==> src/rtl/data_bus_bridge.sv <==
// data_bus_bridge
//
// Registered bridge between the core data port and the RAM data-side port.
// One access is in flight at a time. Each accepted request is checked for
// address range and byte-lane pattern. Legal accesses are forwarded to RAM
// with the request held stable until ram_end. Illegal accesses are answered
// locally with a bus error. A saturating error counter is kept for debug.
//
// Optional feature (compile-time macro BUS_TIMEOUT_EN):
//   defined   - a wait counter aborts a RAM access that has not completed
//               after TIMEOUT cycles and answers it with a bus error.
//   undefined - the bridge waits for ram_end indefinitely.
//
// Parameters:
//   RAM_SIZE  RAM size in bytes; legal addresses are 0 .. RAM_SIZE-1
//   TIMEOUT   max RAM wait cycles (BUS_TIMEOUT_EN only)
//
// Ports:
//   clk, reset          clock (rising edge), asynchronous active-low reset
//   core_require        core requests an access
//   core_write_enable   1 = store, 0 = load
//   core_byte_map       byte-lane enables
//   core_address        byte address
//   core_wdata          store data
//   core_rdata          load data, valid while core_end = 1, else 0
//   core_begin          one-cycle pulse: request accepted
//   core_end            one-cycle pulse: access complete
//   bus_error           qualifies core_end: the access failed
//   ram_require         RAM request, held until ram_end
//   ram_write_enable    RAM store enable
//   ram_byte_map        RAM byte-lane enables
//   ram_address         RAM byte address
//   ram_wdata           RAM store data
//   ram_rdata           RAM load data
//   ram_begin           RAM accepted the request (not used)
//   ram_end             RAM access complete, ram_rdata valid
//   err_count           saturating count of bus errors

module data_bus_bridge #(
    parameter int unsigned RAM_SIZE = 256,
    parameter int unsigned TIMEOUT  = 15
) (
    input  logic        clk,
    input  logic        reset,
    input  logic        core_require,
    input  logic        core_write_enable,
    input  logic [3:0]  core_byte_map,
    input  logic [31:0] core_address,
    input  logic [31:0] core_wdata,
    output logic [31:0] core_rdata,
    output logic        core_begin,
    output logic        core_end,
    output logic        bus_error,
    output logic        ram_require,
    output logic        ram_write_enable,
    output logic [3:0]  ram_byte_map,
    output logic [31:0] ram_address,
    output logic [31:0] ram_wdata,
    input  logic [31:0] ram_rdata,
    input  logic        ram_begin,
    input  logic        ram_end,
    output logic [7:0]  err_count
);

    typedef enum logic [1:0] {
        StIdle,
        StRamWait,
        StResp,
        StErr
    } state_e;

    state_e      state_q, state_d;
    logic [31:0] addr_q;
    logic [31:0] wdata_q;
    logic        we_q;
    logic [3:0]  bmap_q;
    logic [31:0] rdata_q, rdata_d;
    logic        begin_q, begin_d;
    logic [7:0]  err_count_q, err_count_d;

    logic        latch_en;
    logic        err_inc;
    logic        legal_bmap;
    logic        legal_addr;
    logic [31:0] lane_mask;
    logic        timeout_hit;

    // RAM handshake start is informational only.
    logic unused_ram_begin;
    assign unused_ram_begin = ram_begin;

    // ------------------------------------------------------------------
    // Request legality
    // ------------------------------------------------------------------
    always_comb begin
        legal_bmap = 1'b0;
        case (core_byte_map)
            4'b0001, 4'b0010, 4'b0100, 4'b1000,
            4'b0011, 4'b1100, 4'b1111: legal_bmap = 1'b1;
            default:                   legal_bmap = 1'b0;
        endcase
    end

    assign legal_addr = (core_address < RAM_SIZE);

    assign lane_mask = {{8{bmap_q[3]}}, {8{bmap_q[2]}}, {8{bmap_q[1]}}, {8{bmap_q[0]}}};

    // ------------------------------------------------------------------
    // Optional RAM wait timeout
    // ------------------------------------------------------------------
`ifdef BUS_TIMEOUT_EN
    localparam int unsigned CntW = (TIMEOUT >= 16) ? $clog2(TIMEOUT + 1) : 4;

    logic [CntW-1:0] wait_cnt_q, wait_cnt_d;

    // RAM_WAIT is only ever entered from IDLE, so clearing in IDLE gives a
    // count of 0 in the first wait cycle.
    always_comb begin
        wait_cnt_d = wait_cnt_q;
        if (state_q == StIdle) begin
            wait_cnt_d = '0;
        end else if (state_q == StRamWait) begin
            wait_cnt_d = wait_cnt_q + CntW'(1);
        end
    end

    assign timeout_hit = (state_q == StRamWait) && (wait_cnt_q == CntW'(TIMEOUT - 1));

    always_ff @(posedge clk or negedge reset) begin
        if (!reset) begin
            wait_cnt_q <= '0;
        end else begin
            wait_cnt_q <= wait_cnt_d;
        end
    end
`else
    localparam int unsigned unused_timeout = TIMEOUT;

    assign timeout_hit = 1'b0;
`endif

    // ------------------------------------------------------------------
    // Next-state logic
    // ------------------------------------------------------------------
    always_comb begin
        state_d  = state_q;
        begin_d  = 1'b0;
        rdata_d  = rdata_q;
        latch_en = 1'b0;
        err_inc  = 1'b0;

        case (state_q)
            StIdle: begin
                if (core_require) begin
                    latch_en = 1'b1;
                    begin_d  = 1'b1;
                    rdata_d  = '0;
                    if (legal_bmap && legal_addr) begin
                        state_d = StRamWait;
                    end else begin
                        state_d = StErr;
                        err_inc = 1'b1;
                    end
                end
            end
            StRamWait: begin
                // ram_end on the timeout edge still completes normally.
                if (ram_end) begin
                    state_d = StResp;
                    rdata_d = we_q ? 32'h0 : (ram_rdata & lane_mask);
                end else if (timeout_hit) begin
                    state_d = StErr;
                    rdata_d = '0;
                    err_inc = 1'b1;
                end
            end
            StResp: begin
                state_d = StIdle;
                rdata_d = '0;
            end
            StErr: begin
                state_d = StIdle;
                rdata_d = '0;
            end
            default: begin
                state_d = StIdle;
                rdata_d = '0;
            end
        endcase

        err_count_d = err_count_q;
        if (err_inc && (err_count_q != 8'hFF)) begin
            err_count_d = err_count_q + 8'd1;
        end
    end

    // ------------------------------------------------------------------
    // State registers
    // ------------------------------------------------------------------
    always_ff @(posedge clk or negedge reset) begin
        if (!reset) begin
            state_q     <= StIdle;
            begin_q     <= 1'b0;
            rdata_q     <= '0;
            err_count_q <= '0;
            addr_q      <= '0;
            wdata_q     <= '0;
            we_q        <= 1'b0;
            bmap_q      <= '0;
        end else begin
            state_q     <= state_d;
            begin_q     <= begin_d;
            rdata_q     <= rdata_d;
            err_count_q <= err_count_d;
            if (latch_en) begin
                addr_q  <= core_address;
                wdata_q <= core_wdata;
                we_q    <= core_write_enable;
                bmap_q  <= core_byte_map;
            end
        end
    end

    // ------------------------------------------------------------------
    // Outputs
    // ------------------------------------------------------------------
    assign core_begin = begin_q;
    assign core_end   = (state_q == StResp) || (state_q == StErr);
    assign bus_error  = (state_q == StErr);
    assign core_rdata = rdata_q;
    assign err_count  = err_count_q;

    // RAM side is driven only while a request is outstanding.
    assign ram_require      = (state_q == StRamWait);
    assign ram_write_enable = ram_require & we_q;
    assign ram_byte_map     = ram_require ? bmap_q  : 4'h0;
    assign ram_address      = ram_require ? addr_q  : 32'h0;
    assign ram_wdata        = ram_require ? wdata_q : 32'h0;

endmodule

==> config.mk <==
export PLATFORM = sky130hd
export DESIGN_NAME = data_bus_bridge
export DESIGN_NICKNAME = d
export VERILOG_FILES = /design/src/rtl/data_bus_bridge.sv
export SDC_FILE = /design/constraint.sdc
export NUM_CORES = 1
export LEC_CHECK = 0
export BUFFER_PORTS_ARGS = -buffer_cell sky130_fd_sc_hd__buf_2
export CELL_PAD_IN_SITES_DETAIL_PLACEMENT = 1
export CELL_PAD_IN_SITES_GLOBAL_PLACEMENT = 2
export CORE_MARGIN = 4
export CORE_UTILIZATION = 31
export DETAILED_ROUTE_END_ITERATION = 10
export PLACE_DENSITY = 0.83
export SKIP_LAST_GASP = 1
export SYNTH_ARGS = -nofsm -noshare
export SYNTH_HDL_FRONTEND = slang
export SYNTH_SLANG_ARGS = --single-unit
==> constraint.sdc <==
create_clock -name clk -period 2.9 [get_ports clk]
set_input_delay 0.87 -clock clk [delete_from_list [all_inputs] [get_ports clk]]
set_output_delay 0.87 -clock clk [all_outputs]
set_load 0.1 [all_outputs]
* After elaboration in Yosys (flattened, before gate mapping) *
Cells that the tools add are included.

word-level totals
  register bits after elaboration = 112
  input port bits = 106
  logic and storage cells = 49

operators by class
  add/sub/neg operators = 1
  magnitude comparators = 1
  equal/unequal tests = 13
  muxes and demuxes = 17
  bitwise gates (word level) = 2
  reduce and logical (&&, ||, !) cells = 7

operator list
  cell                 count
  $mux 32              5
  $pmux 32 s3          1
  $and 32x32->32       1
  $lt 32x9->1 const B  1
  $eq 4x4->1 const B   3
  $add 8x1->8 const B  1
  $eq 4x2->1 const B   2
  $ne 8x8->1 const B   1
  $reduce_or 7->1      1
  $mux 1               6
  $mux 2               3
  $pmux 2 s3           1
  $eq 2x2->1 const B   2
  $eq 4x1->1 const B   1
  $eq 4x3->1 const B   1
  $mux 4               1
  $eq 2x1->1 const B   1
  $logic_and 1x1->1    2
  $logic_not 2->1      1
  $ne 2x1->1 const B   1
  $ne 2x2->1 const B   1
  $reduce_and 2->1     1
  $reduce_or 2->1      1
  $and 1x1->1          1
  $logic_or 1x1->1     1

* Logic depth before layout (Yosys ltp) *
Gate-level depths: netlist (run 1).

  depth after elaboration = 8
  gate-level depth with buffers = 5
  gate-level depth less buffers = 5

* Least setup slack after synthesis (run 1) *
Ideal clock, no wire load.

  path type = register to output
  from = register state_q[0]
  to = output ram_wdata[22]
  arrival = 2.583 ns
  required time = 2.030 ns
  setup slack = -0.553 ns
  stages on the path, launching flop included = 5
  buffers on the path = 1
  cells stage by stage = dfrtp_1 > inv_1 > nor2_1 > clkbuf_1 > and2_1

on the way
  longest elaborated chain between the ends = 2

ends and longest elaborated chain
  element                 line  text
  start, declared         72    state_e state_q, state_d;
  start signal, assigned  202   state_q <= StIdle;
  start signal, assigned  211   state_q <= state_d;
  $eq 2x1->1              234   assign ram_require = (state_q == StRamWait);
  named net ram_require   54    output logic ram_require,
  $mux 32                 238   assign ram_wdata = ram_require ? wdata_q : 32'h0;
  end, declared           58    output logic [31:0] ram_wdata,

The timed path passes the listed nets, and every way through them passes these cells.

* Worst setup path after layout (run 1) *
  from = register state_q[0]
  to = output ram_address[2]

on the way
  longest elaborated chain between the ends = 2

ends and longest elaborated chain
  element        line  text
  $eq 2x1->1     234
  $mux 32        237   assign ram_address = ram_require ? addr_q : 32'h0;
  end, declared  57    output logic [31:0] ram_address,

No other way between the ends.

==> results_dict.tcl, run 1 <==
set metrics [dict create \
    status "finished clean" \
    timing.rr.start "state_q[1]" \
    ys_top_cells_by_count "dfrtp_1 (112), and2_1 (74), mux2_2 (69), a22o_1 (32), clkbuf_1 (14)" \
    synthTopCellsByArea "dfrtp_1 (59%), mux2_2 (16%), and2_1 (9.7%), a22o_1 (5.9%), xor2_1 (1.3%)" \
    worstMarginPinSlew_ps 615 \
    die_area_mm2 0.0174 \
    clk_path_buf_depth 2 \
    synth_top_flop_cell "dfrtp_1" \
    grt_use_met3 0.0630 \
    hold_slack_ps 495 \
    postRouteAntennaNets 0 \
    io_pins 219 \
    drtIter0Drc 123 \
    reg2reg_to "err_count[5]" \
    post-cts-setup-buffers 0 \
    synthCells 354 \
    groute.layer.met1.usage 0.183 \
    antenna_found_initial 1 \
    cp_max_fo 33 \
    min_period_ps 2750 \
    rr_worst_depth 4 \
    power.clock.fraction 0.135 \
    setup_tns_ps 0 \
    dr.pass1.iters 4 \
    synth-simple-area-share 0.134 \
    timing.max_cap.violations 0 \
    vias 3597 \
    yosysTopAreaCellShare 0.589 \
    worstSetupEndpointType "output pin" \
    grtUsageMet2 0.245 \
    ys_ff_latch 112 \
    grt_pass1_vias 3871 \
    clk_pin_slew_ps 80 \
    startpoint "state_q[0]" \
    synth.area.mux_share 0.167 \
    n_antenna_cell 0 \
    synthXorXnorAreaFrac 0.0129 \
    power_leakage_uw 0.00325 \
    grt_pass1_wl_mm 21.1 \
    slew-limit-headroom 0.590 \
    max-vdd-ir-drop_v 0.000595 \
    final_nets 674 \
    synth_fa_ha_area_frac 0.00263 \
    cts_tree "built" \
    syn_nets 461 \
    p_int_uw 3990 \
    switching_power_uw 4580 \
    synth_top_family_by_area "multiplexers" \
    rsz0062_at_grt "no" \
    cts_root_buf "clkbuf_16" \
    cts.sinks 112 \
    async_flop_share 1.00 \
    postSynthAreaPerCell_um2 13.4 \
    grtUsageTotal 0.150 \
    yosys.cell_types.count 26 \
    setup_viol 0 \
    seq_area_frac_synth 0.589 \
    crit_arrival_ps 1880 \
    slew_violations 0 \
    post_cts_resized 0 \
    crit_end "ram_address[2]" \
    drc 0 \
    clk_latency_ps 350 \
    area_growth_pct 38.1 \
    start_util 0.315 \
    core.rowCount 45 \
    cts.hold.buffers_added 0 \
    synth-edff-count 0 \
    rrSetupSlack_ps 870 \
    critPathLaunchType "flip-flop" \
    swShare 0.534 \
    sequentialPowerShare 0.287 \
    clock_skew_ps 8.37 \
    synth_area_mm2 0.00476 \
    cts-htree-levels 3 \
    power.density_mw_per_mm2 1300 \
    period_share 0.949 \
    busiest_layer "met2" \
    wire_per_inst_um 17.3 \
    layout-drive-gt1-share 0.574 \
    die_y_um 132 \
    grt_max_degree 113 \
    hold_viol_final 0 \
    place_ws_ps 271 \
    p_comb_frac 0.578 \
    synth_compound_area_frac 0.0726 \
    overflow 0 \
    dp_hpwl_mm 9.76 \
    routed_wl_mm 13.1 \
    synth_most_common_cell "dfrtp_1" \
    portBuffers 217 \
    fp.coreArea_mm2 0.0151 \
    post-route-worst-setup-slack_ps 147 \
    timing.fmax_mhz 363 \
    yosysWarnings 0 \
    synth_top_area_cell "dfrtp_1" \
    post_drt_via_cell_ratio 4.74 \
    cp.required_ps 2030 \
    routabilityCongestion 0.739 \
    cts-buffers-inserted 9 \
    p_total_uw 8570 \
    worstHoldPathType "reg2reg" \
    crit_type "reg2out" \
    chipWidth_um 132 \
]
## how the worst min path moves through the flow
| stage | end | slack, ps | cells past startpoint | startpoint |
|---|---|---|---|---|
| 2_1_floorplan | wdata_q[16] | 470 | 1 | wdata_q[16] |
| 3_3_place_gp | wdata_q[18] | 480 | 1 | wdata_q[18] |
| 3_5_place_dp | err_count[7] | 480 | 1 | err_count[7] |
| 4_1_cts | err_count[7] | 500 | 1 | err_count[7] |
| 5_1_grt | wdata_q[8] | 510 | 1 | wdata_q[8] |
| 6_report | err_count[7] | 500 | 1 | err_count[7] |
## state kept, by name, summed over array words and instances (netlist names)
| signal | cells |
|---|---|
| bmap_q | 4 |
| we_q | 1 |
| addr_q | 32 |
| wdata_q | 32 |
| state_q | 2 |
| core_rdata | 32 |
| err_count | 8 |
| core_begin | 1 |
## routing by layer
metal / up-vias / share of wire / routed length, µm
met1: 1774 / 0.42 / 5550
met4: 2 / 0.012 / 157
met3: 15 / 0.082 / 1080
met2: 134 / 0.48 / 6320
met5: - / 0.0011 / 14
li1: 1672 / - / -
## power by group through the flow
stage	combinational [µW]	sequential [µW]	clock, µW
floorplan	3480	2960	0
global placement	4800	2460	0
detailed placement	4870	2500	0
CTS	4870	2470	1210
global route	5160	2550	1290
finish	4950	2460	1160
## kinds of logic after synthesis
kind of cell,count (synthesis)
DFF,112
and+or+nand+nor,101
buffers and inverters,25
adders and majority gates,1
muxes,70
AOI/OAI and AO/OA,38
xor gates and xnor gates,7
## final cells by class
class | count | area [µm²]
Tap cell | 188 | 235
Sequential cell | 112 | 2800
Fill cell | 1648 | 8520
Timing Repair Buffer | 225 | 1370
Clock inverter | 6 | 46.3
Multi-Input combinational cell | 217 | 1890
Clock buffer | 9 | 225
Inverter | 2 | 7.51
## stage by stage
stage / std cells / utilization / instance area (µm²)
after floorplan: 354 / - / 4770
after global placement: 744 / 0.407 / 6130
after detailed placement: 744 / 0.407 / 6130
after CTS: 759 / 0.425 / 6410
after global routing: 759 / 0.435 / 6570
final: 759 / 0.435 / 6570
## placed cells by master, fill, tap and decap left out, types with 2 or more instances in the layout
cell type,instances
buf_2,149
dfrtp_1,112
mux2_2,69
and2_1,65
clkbuf_4,65
a22o_1,32
and2_2,9
clkbuf_16,9
nor4_1,8
xor2_1,7
buf_4,7
clkinvlp_4,5
buf_12,4
nand2_1,3
nand3_1,3
nand4_1,3
nor4_2,3
inv_1,2
## worst max-delay path, cell delays in order, from the launching register on
cell,delay [ps]
dfrtp_1,380
inv_1,150
nor2_4,140
buf_4,290
and2_1,160
buf_2,420
Note: power is estimated with default switching activity, not from simulation.
==> run 2: changes to the inputs <==
--- a/config.mk
+++ b/config.mk
@@ -10,8 +10,10 @@
 export CELL_PAD_IN_SITES_GLOBAL_PLACEMENT = 2
 export CORE_MARGIN = 4
 export CORE_UTILIZATION = 31
+export CTS_CLUSTER_DIAMETER = 30
 export DETAILED_ROUTE_END_ITERATION = 10
 export PLACE_DENSITY = 0.83
+export REMOVE_ABC_BUFFERS = 1
 export SKIP_LAST_GASP = 1
 export SYNTH_ARGS = -nofsm -noshare
 export SYNTH_HDL_FRONTEND = slang
==> results_dict.tcl, run 2 (synthesized netlist as in run 1, its figures left out) <==
set metrics [dict create \
    clk_latency_ps 350 \
    hold_slack_ps 500 \
    vias 3655 \
    portBuffers 217 \
    grt_max_degree 72 \
    dr.pass1.iters 4 \
    cts_tree "built" \
    p_int_uw 4800 \
    switching_power_uw 4780 \
    wire_per_inst_um 18.2 \
    post_drt_via_cell_ratio 4.78 \
    postRouteAntennaNets 0 \
    power.clock.fraction 0.133 \
    slew_violations 0 \
    post_cts_resized 0 \
    post-route-worst-setup-slack_ps 220 \
    timing.max_cap.violations 0 \
    crit_type "reg2out" \
    overflow 0 \
    start_util 0.315 \
    die_y_um 132 \
    min_period_ps 2680 \
    antenna_found_initial 0 \
    p_total_uw 9590 \
    drc 0 \
    core.rowCount 45 \
    post-cts-setup-buffers 2 \
    clk_path_buf_depth 2 \
    status "finished clean" \
    power_leakage_uw 0.00351 \
    n_antenna_cell 0 \
    clock_skew_ps 11.1 \
    crit_arrival_ps 1810 \
    critPathLaunchType "flip-flop" \
    period_share 0.924 \
    hold_viol_final 0 \
    post-route-util 0.490 \
    max-vdd-ir-drop_v 0.000572 \
    chipWidth_um 132 \
    p_comb_frac 0.609 \
    final_nets 678 \
    mostFrequentLayoutCells "buf_2 (152), dfrtp_1 (112), and2_1 (74)" \
    setup_viol 0 \
    grtUsageTotal 0.163 \
    cts.sinks 112 \
    drtIter0Drc 77 \
    worstHoldPathType "reg2reg" \
    area_growth_pct 55.3 \
    clk_pin_slew_ps 70 \
    rsz0062_at_grt "no" \
    sequentialPowerShare 0.258 \
    fp.coreArea_mm2 0.0151 \
    dp_hpwl_mm 10.6 \
    worstMarginPinSlew_ps 715 \
    place_area_mm2 0.00706 \
    timing.fmax_mhz 373 \
    nFillCells 1585 \
    die_area_mm2 0.0174 \
    cp_max_fo 13 \
    routed_wl_mm 13.9 \
    cts_root_buf "clkbuf_16" \
    cp.required_ps 2030 \
    max_stage_delay_ps 400 \
    grt_pass1_vias 4215 \
    fin_area_mm2 0.00739 \
    io_pins 219 \
    crit_chain "inv_1, nor2_4, buf_4, buf_4, and2_1, buf_12" \
    grt_pass1_wl_mm 23.0 \
    cts-htree-levels 3 \
    cts.hold.buffers_added 0 \
    power.density_mw_per_mm2 1300 \
    layout-drive-gt1-share 0.563 \
    cts-buffers-inserted 9 \
    place_ws_ps 252 \
    crit_top_cell "buf_4" \
    slowest_stage "dfrtp_1" \
    slew-limit-headroom 0.519 \
    swShare 0.499 \
    worstSetupEndpointType "output pin" \
    routabilityCongestion 0.723 \
    final_common_cell "buf_2" \
]
[run 2: cell count changes in the layout (fill, tap and decap cells not counted), sizes merged]
| cell | previous run | this run |
|---|---|---|
| nor2 | 3 | 4 |
| inv | 3 | 4 |
| clkbuf | 74 | 10 |
| buf | 160 | 228 |
| bufinv | 0 | 1 |
| clkinv | 0 | 2 |
| clkinvlp | 5 | 1 |
[run 2: final cells by class]
type                    instances  area [µm²]  share of cell area
well taps                     188         235              0.0318
flip-flops and latches        112        2800               0.379
clock buffers                  10         239              0.0324
clock inverters                 6        65.1             0.00881
repair buffers                228        2160               0.292
multi-input cells             218        1880               0.255
inverters                       2        7.51             0.00102
[run 2: power by group through the flow]
stage	combinational, µW	clock [µW]	sequential, µW
detailed placement	5860	0	2510
floorplan	3440	0	3010
finish	5830	1280	2470
CTS	5900	1330	2490
global placement	5770	0	2450
global route	6070	1400	2560
[run 2: critical path: cells and delay by family (launching register included)]
family                 cells  cell delay, ps
buffers and inverters      4             800
flip-flops                 1             400
AND/OR/NAND/NOR            2             270
[run 2: path summary, 6_finish.rpt]
path                             from             end  slack, ps  depth (start not counted)
max                        state_q[0]   ram_wdata[24]        220                          6
min                        addr_q[22]      addr_q[22]        500                          1
max reg2reg                state_q[0]  core_rdata[16]       1000                          4
min reg2reg                addr_q[22]      addr_q[22]        500                          1
max in group asynchronous       reset      addr_q[20]       1620                          2
min in group asynchronous       reset    err_count[1]        540                          1
[run 2: stage by stage]
step           instances  TNS (ps)
6_report             764         0
5_1_grt              764         0
4_1_cts              764         0
3_5_place_dp         745         0
3_3_place_gp         745         0
2_1_floorplan        331   -513790
[run 2: per-layer routing]
layer | track usage | wire [µm] | vias to the layer above | share of wire
met5 | 0 | 0 | - | 0
met4 | 0.0438 | 181 | 0 | 0.013
met3 | 0.0615 | 1140 | 15 | 0.082
met2 | 0.284 | 7160 | 129 | 0.52
met1 | 0.189 | 5400 | 1831 | 0.39
li1 | - | - | 1680 | -
==> run 3: changes to the inputs <==
--- a/config.mk
+++ b/config.mk
@@ -8,7 +8,7 @@
 export BUFFER_PORTS_ARGS = -buffer_cell sky130_fd_sc_hd__buf_2
 export CELL_PAD_IN_SITES_DETAIL_PLACEMENT = 1
 export CELL_PAD_IN_SITES_GLOBAL_PLACEMENT = 2
-export CORE_MARGIN = 4
+export CORE_MARGIN = 5
 export CORE_UTILIZATION = 31
 export CTS_CLUSTER_DIAMETER = 30
 export DETAILED_ROUTE_END_ITERATION = 10
==> results_dict.tcl, run 3 (synthesized netlist as in run 1, its figures left out) <==
set metrics [dict create \
    io_pins 219 \
    dr.pass1.iters 4 \
    p_total_uw 9140 \
    cts-htree-levels 3 \
    clk_path_buf_depth 2 \
    hold_viol_final 0 \
    start_util 0.314 \
    cts-buffers-inserted 9 \
    cts_root_buf "clkbuf_16" \
    postRouteAntennaNets 0 \
    timing.fmax_mhz 365 \
    grtUsageTotal 0.153 \
    worstHoldPathType "in2async" \
    rr_worst_depth 3 \
    clk_pin_slew_ps 70 \
    final_nets 675 \
    setup_viol 0 \
    power.density_mw_per_mm2 1310 \
    status "finished clean" \
    power_leakage_uw 0.00342 \
    min_period_ps 2740 \
    worstMarginPinSlew_ps 713 \
    rsz0062_at_grt "no" \
    reg2reg_to "addr_q[15]" \
    cts.hold.buffers_added 0 \
    layout-drive-gt1-share 0.558 \
    cts_tree "built" \
    clk_latency_ps 340 \
    n_antenna_cell 0 \
    hold_slack_ps 373 \
    grt_pass1_wl_mm 22.2 \
    chipWidth_um 134 \
    antenna_found_initial 0 \
    portBuffers 217 \
    nFillCells 1619 \
    crit_arrival_ps 1870 \
    overflow 0 \
    max-vdd-ir-drop_v 0.000590 \
    post-route-util 0.462 \
    clock_skew_ps 10.9 \
    drtIter0Drc 96 \
    die_area_mm2 0.0179 \
    post_drt_via_cell_ratio 4.76 \
    drc 0 \
    post_cts_resized 0 \
    routabilityCongestion 0.762 \
    mostFrequentLayoutCells "buf_2 (177), dfrtp_1 (112), and2_1 (74)" \
    period_share 0.944 \
    timing.rr.start "state_q[1]" \
    fp.coreArea_mm2 0.0151 \
    crit_type "reg2out" \
    routed_wl_mm 13.6 \
    slew_violations 0 \
    core.rowCount 45 \
    cts.sinks 112 \
    cp.required_ps 2030 \
    slew-limit-headroom 0.520 \
    grt_pass1_vias 4107 \
    wire_per_inst_um 17.9 \
    critPathLaunchType "flip-flop" \
    die_y_um 134 \
    rrSetupSlack_ps 1020 \
    post-cts-setup-buffers 0 \
    area_growth_pct 47.1 \
    worstSetupEndpointType "output pin" \
    grt_max_degree 60 \
    cp_max_fo 59 \
    dp_hpwl_mm 10.4 \
    final_common_cell "buf_2" \
    timing.max_cap.violations 0 \
    vias 3622 \
]
-- run 3: changes by cell type in the layout (fill, tap and decap cells not counted), sizes merged --
cell    previous run  this run
clkbuf            10        11
inv                4         2
buf              228       226
nor2               4         3
clkinv             2         3
-- run 3: per-layer routing --
layer  global-route usage  up-vias  routed length [µm]
li1                     -     1672                   -
met1                0.186     1801                5610
met2                0.258      135                6690
met3               0.0510       14                1120
met4               0.0463        0                 176
met5                    0        -                   0
-- run 3: where the power goes --
part | total [µW] | switching (µW) | internal (µW)
logic | 5410 | 3800 | 1620
registers | 2470 | 321 | 2150
clock network | 1250 | 559 | 693
total | 9140 | 4680 | 4460
-- run 3: worst max path at each step --
stage | from | end | slack, ps | cells past startpoint
floorplan | state_q[1] | err_count[4] | -5180 | 4
global placement | core_address[27] | err_count[1] | 310 | 7
detailed placement | core_address[27] | err_count[1] | 280 | 7
CTS | state_q[0] | ram_address[12] | 100 | 5
global route | state_q[0] | ram_address[28] | 6 | 5
finish | state_q[0] | ram_address[28] | 160 | 5
-- run 3: critical path, stage by stage (launching register included) --
cell and delay (ps):
dfrtp_1 370, inv_1 130, nor2_4 160, buf_12 220, and2_1 170, buf_2 430
-- run 3: final cells by class --
class                           instances  area (µm²)  area share
Clock buffer                           11         243      0.0347
Clock inverter                          5        56.3     0.00805
Inverter                                2        7.51     0.00107
Multi-Input combinational cell        217        1870       0.268
Sequential cell                       112        2800       0.401
Tap cell                              188         235      0.0336
Timing Repair Buffer                  226        1780       0.254
-- run 3: stage by stage --
step / TNS, ps / setup WS, ps / cells / instance area [µm²]
global route: 0 / 5.78 / 761 / 7000
detailed placement: 0 / 284 / 745 / 6700
floorplan: -513790 / -5180 / 331 / 4660
finish: 0 / 161 / 761 / 7000
global placement: 0 / 314 / 745 / 6700
CTS: 0 / 97.8 / 761 / 7000
